**src/rtl/div_hilo_ctrl_pkg.sv**
```systemverilog
// Shared encodings for the EX-stage divide initiator.
// Used by div_hilo_ctrl and its bench.
package div_hilo_ctrl_pkg;

  typedef enum logic [2:0] {
    OP_NOP  = 3'd0,
    OP_DIV  = 3'd1,
    OP_DIVU = 3'd2,
    OP_MTHI = 3'd3,
    OP_MTLO = 3'd4
  } op_e;

  typedef enum logic [1:0] {
    ST_IDLE = 2'd0,
    ST_RUN  = 2'd1,
    ST_DONE = 2'd2
  } state_e;

endpackage

```
**src/rtl/div_hilo_ctrl.sv**
```systemverilog
// EX-stage divide initiator: issues DIV/DIVU to the peer divider,
// stalls until complete, commits Q->LO / R->HI, owns HI/LO.
module div_hilo_ctrl
  import div_hilo_ctrl_pkg::*;
#(
  parameter int DW = 32
) (
  input  logic          clk,
  input  logic          resetn,
  input  logic          ex_valid,
  input  logic [2:0]    ex_op,
  input  logic [DW-1:0] ex_rs,
  input  logic [DW-1:0] ex_rt,
  input  logic          flush,
  output logic          ex_stall,
  output logic          busy,
  output logic [DW-1:0] hi_out,
  output logic [DW-1:0] lo_out,
  output logic          div_rstn,
  output logic          div_go,
  output logic          div_signed,
  output logic [DW-1:0] div_a,
  output logic [DW-1:0] div_b,
  input  logic [DW-1:0] div_q,
  input  logic [DW-1:0] div_r,
  input  logic          div_done
);

  state_e        state_q, state_d;
  logic [DW-1:0] hi_q, hi_d;
  logic [DW-1:0] lo_q, lo_d;
  logic [DW-1:0] op_a_q, op_b_q;
  logic          op_sgn_q;

  logic is_div, is_divu, is_mthi, is_mtlo;
  logic in_idle, in_run;
  logic issue, commit;

  always_comb begin
    is_div  = 1'b0;
    is_divu = 1'b0;
    is_mthi = 1'b0;
    is_mtlo = 1'b0;
    unique case (1'b1)
      (ex_op == OP_DIV):  is_div  = ex_valid;
      (ex_op == OP_DIVU): is_divu = ex_valid;
      (ex_op == OP_MTHI): is_mthi = ex_valid;
      (ex_op == OP_MTLO): is_mtlo = ex_valid;
      default: ;
    endcase
  end

  assign in_idle = (state_q == ST_IDLE);
  assign in_run  = (state_q == ST_RUN);
  assign issue   = (is_div | is_divu) & ~flush;
  assign commit  = in_run & div_done & ~flush;

  always_comb begin
    state_d = state_q;
    unique case (state_q)
      ST_IDLE: if (issue) state_d = ST_RUN;
      ST_RUN: begin
        // flush wins even when it lands on the done cycle
        if (flush)         state_d = ST_IDLE;
        else if (div_done) state_d = ST_DONE;
      end
      ST_DONE: state_d = ST_IDLE;
      default: state_d = ST_IDLE;
    endcase
  end

  always_comb begin
    hi_d = hi_q;
    lo_d = lo_q;
    if (commit) begin
      lo_d = div_q;
      hi_d = div_r;
    end else if (in_idle & ~flush) begin
      if (is_mthi) hi_d = ex_rs;
      if (is_mtlo) lo_d = ex_rs;
    end
  end

  always_ff @(posedge clk or negedge resetn) begin
    if (!resetn) begin
      state_q <= ST_IDLE;
    end else begin
      state_q <= state_d;
    end
  end

  always_ff @(posedge clk or negedge resetn) begin
    if (!resetn) begin
      hi_q <= '0;
      lo_q <= '0;
    end else begin
      hi_q <= hi_d;
      lo_q <= lo_d;
    end
  end

  always_ff @(posedge clk or negedge resetn) begin
    if (!resetn) begin
      op_a_q   <= '0;
      op_b_q   <= '0;
      op_sgn_q <= 1'b0;
    end else if (in_idle & issue) begin
      op_a_q   <= ex_rs;
      op_b_q   <= ex_rt;
      op_sgn_q <= is_div;
    end
  end

  // divider is held in clear whenever it is not running
  assign div_rstn   = in_run;
  assign div_go     = in_run;
  assign div_signed = op_sgn_q;
  assign div_a      = op_a_q;
  assign div_b      = op_b_q;

  assign busy     = ~in_idle;
  assign ex_stall = (in_idle & issue) | in_run;
  assign hi_out   = hi_q;
  assign lo_out   = lo_q;

endmodule
```
**config.mk**
```make
export PLATFORM = sky130hd
export DESIGN_NAME = div_hilo_ctrl
export DESIGN_NICKNAME = d
export VERILOG_FILES = /design/src/rtl/div_hilo_ctrl_pkg.sv /design/src/rtl/div_hilo_ctrl.sv
export SDC_FILE = /design/constraint.sdc
export NUM_CORES = 1
export LEC_CHECK = 0
export CAP_MARGIN = 25
export CORE_UTILIZATION = 42
export DETAILED_ROUTE_END_ITERATION = 10
export PLACE_DENSITY = 0.92
export SYNTH_ARGS = -nofsm -noshare
export SYNTH_HDL_FRONTEND = slang
export SYNTH_SLANG_ARGS = --single-unit
```
**constraint.sdc**
```tcl
create_clock -name clk -period 2.2 [get_ports clk]
set_input_delay 0.22 -clock clk [delete_from_list [all_inputs] [get_ports clk]]
set_output_delay 0.22 -clock clk [all_outputs]
set_load 0.1 [all_outputs]
```
Word-level counts from Yosys, hierarchy flattened
Index checks and enable logic that the tools add are counted.
{"block": "word_totals", "output_inout_bits": 133, "latchBits": 0, "ramBits": 0, "inputBits": 136, "memories": 0, "mem_bits_ro": 0, "wordCells": 43, "register_bits": 131}
{"block": "op_classes", "multipliers": 0, "shifts": 0, "n_eq_ne": 7, "add_sub_neg": 0, "order_cmp": 0, "div_mod_pow": 0, "bitwise_logic": 9, "n_mux": 14, "n_reduce_logical": 7}
{"operator": "two-way mux 32 bit", "count": 6}
{"operator": "== test 3 x 2 -> 1 bit, second input constant", "count": 2}
{"operator": "two-way mux 2 bit", "count": 3}
{"operator": "AND reduction 2 bit", "count": 3}
{"operator": "nonzero test 2 bit", "count": 3}
{"operator": "AND 1 bit", "count": 5}
{"operator": "two-way mux 1 bit", "count": 4}
{"operator": "case mux 2 bit (2 select lines)", "count": 1}
{"operator": "== test 3 x 1 -> 1 bit, second input constant", "count": 1}
{"operator": "== test 3 bit, second input constant", "count": 1}
{"operator": "!= test 3 bit, second input constant", "count": 1}
{"operator": "== test 2 x 1 -> 1 bit, second input constant", "count": 1}
{"operator": "zero test 2 bit", "count": 1}
{"operator": "!= test 2 x 1 -> 1 bit, second input constant", "count": 1}
{"operator": "NOT 1 bit", "count": 2}
{"operator": "OR 1 bit", "count": 2}

Logic depth before layout (Yosys ltp)
{"block": "depth", "word_depth": 6, "depth_mapped": 6, "depth_no_buf": 4}

Worst setup path before layout
No wires, ideal clock.
{"block": "synth_timing", "path_kind": "register -> output", "startpoint": "register state_q[0]", "endpoint": "output port ex_stall", "required_time_ns": 1.980, "arrival_ns": 2.217, "path_slack_ns": -0.237, "path_stages_with_launch": 6, "cell_sequence": "dfrtp_1 or4b_4 or3_1 buf_6 buf_6 nand2_1"}
{"block": "synth_via", "elab_chain_cells": 3, "elab_cells_between_ends": 4, "classes_between": "1 x eq/ne; 2 x bitwise; 1 x reduce/logical"}
{"item": "start, declared", "line_no": "div_hilo_ctrl.sv:29", "text": "state_e state_q, state_d;"}
{"item": "start signal, assigned", "line_no": "div_hilo_ctrl.sv:88", "text": "state_q <= state_d;"}
{"item": "zero test 2 bit", "line_no": "div_hilo_ctrl.sv:53", "text": "assign in_idle = (state_q == ST_IDLE);"}
{"item": "AND 1 bit", "line_no": "div_hilo_ctrl.sv:122", "text": "assign ex_stall = (in_idle & issue) | in_run;"}
{"item": "OR 1 bit *", "line_no": "div_hilo_ctrl.sv:122"}
{"item": "end, declared", "line_no": "div_hilo_ctrl.sv:15", "text": "output logic ex_stall,"}
Mark *: on every way between the ends. The rest lies on a longest branch, timed or not.

Worst setup path after layout
Same ends and word-level chain as after synthesis.

==> metrics.yaml <==
run_status: "finished, violations left"
failed_checks: "setup timing"
skew_ps: 7.22
gp_congestion: 0.832
via_count: 5703
pwr-share-comb_pct: 54.9
switching_share_pct: 53.6
worst_pin_slew_ps: 674
root_buffer: "clkbuf_16"
startpoint_type: "register"
grt_pass1_vias: 5734
fin_tns_setup_ps: -14.9
core_area_sq_mm: 0.0139
setup_viol: 1
seqPwrFrac_pct: 24.1
slowest_delay_ps: 530
hold_viol: 0
drv_cap: 0
cts_tree: "built"
utilization_pct: 67.1
ys.flop_type: "dfrtp_1"
synth.avg_cell_area_sq_um: 11.3
hp-class: "input port to async pin"
whs_ps: 290
rsz0062_at_grt: "true"
drv_slew: 0
arrival_ps: 1990
layout_worst_path_cycle_share_pct: 101
area_growth_pct: 56.2
ys_types: 29
clkLatencyLatePin_ps: 420
path_cells: "or4b_4, or3_4, nand2_4, buf_12"
crit_family: "simple AND/OR/NAND/NOR gates"
netlist_top_cells_area: "dfrtp_1, a41oi_1, mux2_4, mux2_2, o21ai_0"
numCtsBuffers: 17
ys_seq_area_share_pct: 55.0
wirelength_um: 20400
dieArea_sq_mm: 0.0147
hpwlAfterDp_um: 14100
drt-vias-per-instance: 5.77
power_density_mw_per_mm2: 1600
synth.net_count: 666
async_reset_ff_share_pct: 100
fmax_mhz: 451
nFillCells: 1038
p_int_mw: 6.91
place_inst: 952
critPathRequiredTime_ps: 1980
drc_errors: 0
final_area_sq_mm: 0.00932
switchingPower_mw: 7.99
die_h_um: 121
diodes: 0
syn-cell-area_sq_mm: 0.00596
slew_headroom_pct: 55.0
worstPathMaxFanout: 4
synth.most_common_cell: "dfrtp_1"
synthTopCellsByCount: "dfrtp_1, nor2_1, o21ai_0, a21oi_1, a41oi_1"
antenna_found_initial: 0
crit_slowest_cell: "or4b_4"
clk_pin_slew_ps: 60
dieWidth_um: 121
synth_edf_count: 0
cts.sinks: 131
wl_per_cell_um: 20.6
clockBufferDepth: 2
rows: 43
placed_area_sq_mm: 0.00862
initial_utilization_pct: 43.0
ys_ff_latch: 131
criticalPathCategory: "register to primary output"
dr.pass1.iters: 7
drive_gt1_share_pct: 33.5
synth.largest_area_cell: "dfrtp_1"
grt_pass1_wl_um: 30700
grt_use_total_pct: 27.8
p_clk_share_pct: 20.9
netlist.area_leader.share_pct: 55.0
grt_overflow: 0
fin_nets: 931
htreeDepth: 4
port_buffers: 268
ioPinCount: 269
leakagePower_nw: 4.12
yosys_warnings: 0
ant_nets: 0
synthCells: 530
grt_max_degree: 66
finalWorstPathRequiredPeriod_ps: 2210
final_cell_count_no_fill: 988
vdd_drop_max_uv: 974
drtIter0Drc: 548
end_kind: "primary output"
fin_ws_ps: -14.9
crit_buf_inv: 1
flip-flops by register name, indices dropped and copies added (netlist names):
register    cells
div_a          32
div_b          32
div_signed      1
hi_out         32
lo_out         32
state_q         2
metal layers:
metal | GRT usage [%] | vias to the layer above | part of all wire, %
met3 | 8.41 | 81 | 9.0
met5 | 0 | - | 0
met1 | 30.9 | 2774 | 37
met4 | 12.7 | 0 | 3.8
met2 | 48.5 | 356 | 51
li1 | - | 2492 | -
power groups by stage:
stage               clock network [mW]  registers, mW  logic [mW]
floorplan                            0           8.89       0.899
global placement                     0           3.58        8.08
detailed placement                   0           3.61        8.18
CTS                               3.15           3.59        8.20
global route                      3.28           3.67        8.38
finish                            3.12           3.60        8.18
stage by stage:
stage          power [mW]  setup slack [ps]
2_1_floorplan        9.79              26.7
3_3_place_gp         11.7              -169
3_5_place_dp         11.8              -197
4_1_cts              14.9             -48.9
5_1_grt              15.3             -63.1
6_report             14.9             -14.9
timing repair:
action | CTS | global route
gates resized for setup | 2 | 0
hold buffers | 1 | 0
hold endpoints to repair | 43 | 0
pin swaps | 2 | 1
setup endpoints to repair | 1 | 28
buffers inserted | 3 | 1
layout by cell type, fill, tap and decap left out, drive strengths merged, types with 2 or more instances in the layout:
cell             n
buf            167
clkdlybuf4s50  134
dfrtp          131
o21ai           65
nor2            65
a41oi           64
a21oi           64
mux2            64
clkbuf          19
clkinv           7
bufinv           5
inv              4
o31ai            2
nor2b            2
cells by family after synthesis:
kind of cell           share of synthesized area [%]
buffers and inverters                           4.55
multiplexers                                    13.8
AND/OR/NAND/NOR                                 5.90
AO/OA/AOI/OAI                                   20.6
XOR/XNOR                                       0.147
flip-flops                                      55.0
worst register-to-register path: stages (launching register included):
cell and delay, ps:
dfrtp_1 390, or4b_4 530, or3_4 420, buf_4 150, buf_4 220, mux2_4 350
final timing paths:
kind	start	endpoint	slack, ps	cells after the start
max	state_q[0]	ex_stall	-10	4
min	resetn	lo_out[7]	290	2
max in group asynchronous	resetn	div_b[1]	1210	3
min in group clk	div_r[16]	hi_out[16]	370	3
max reg2reg	state_q[0]	div_a[13]	30	5
min reg2reg	div_b[16]	div_b[16]	510	1
layout make-up:
class / instances / area (sq um) / area share, %
flip-flops and latches: 131 / 3280 / 35.2
clock buffers: 19 / 443 / 4.75
inverters: 4 / 15.0 / 0.161
repair buffers: 302 / 2700 / 28.9
clock inverters: 13 / 208 / 2.23
multi-input cells: 339 / 2450 / 26.3
well taps: 180 / 225 / 2.42
(Power assumes the default switching activity.)
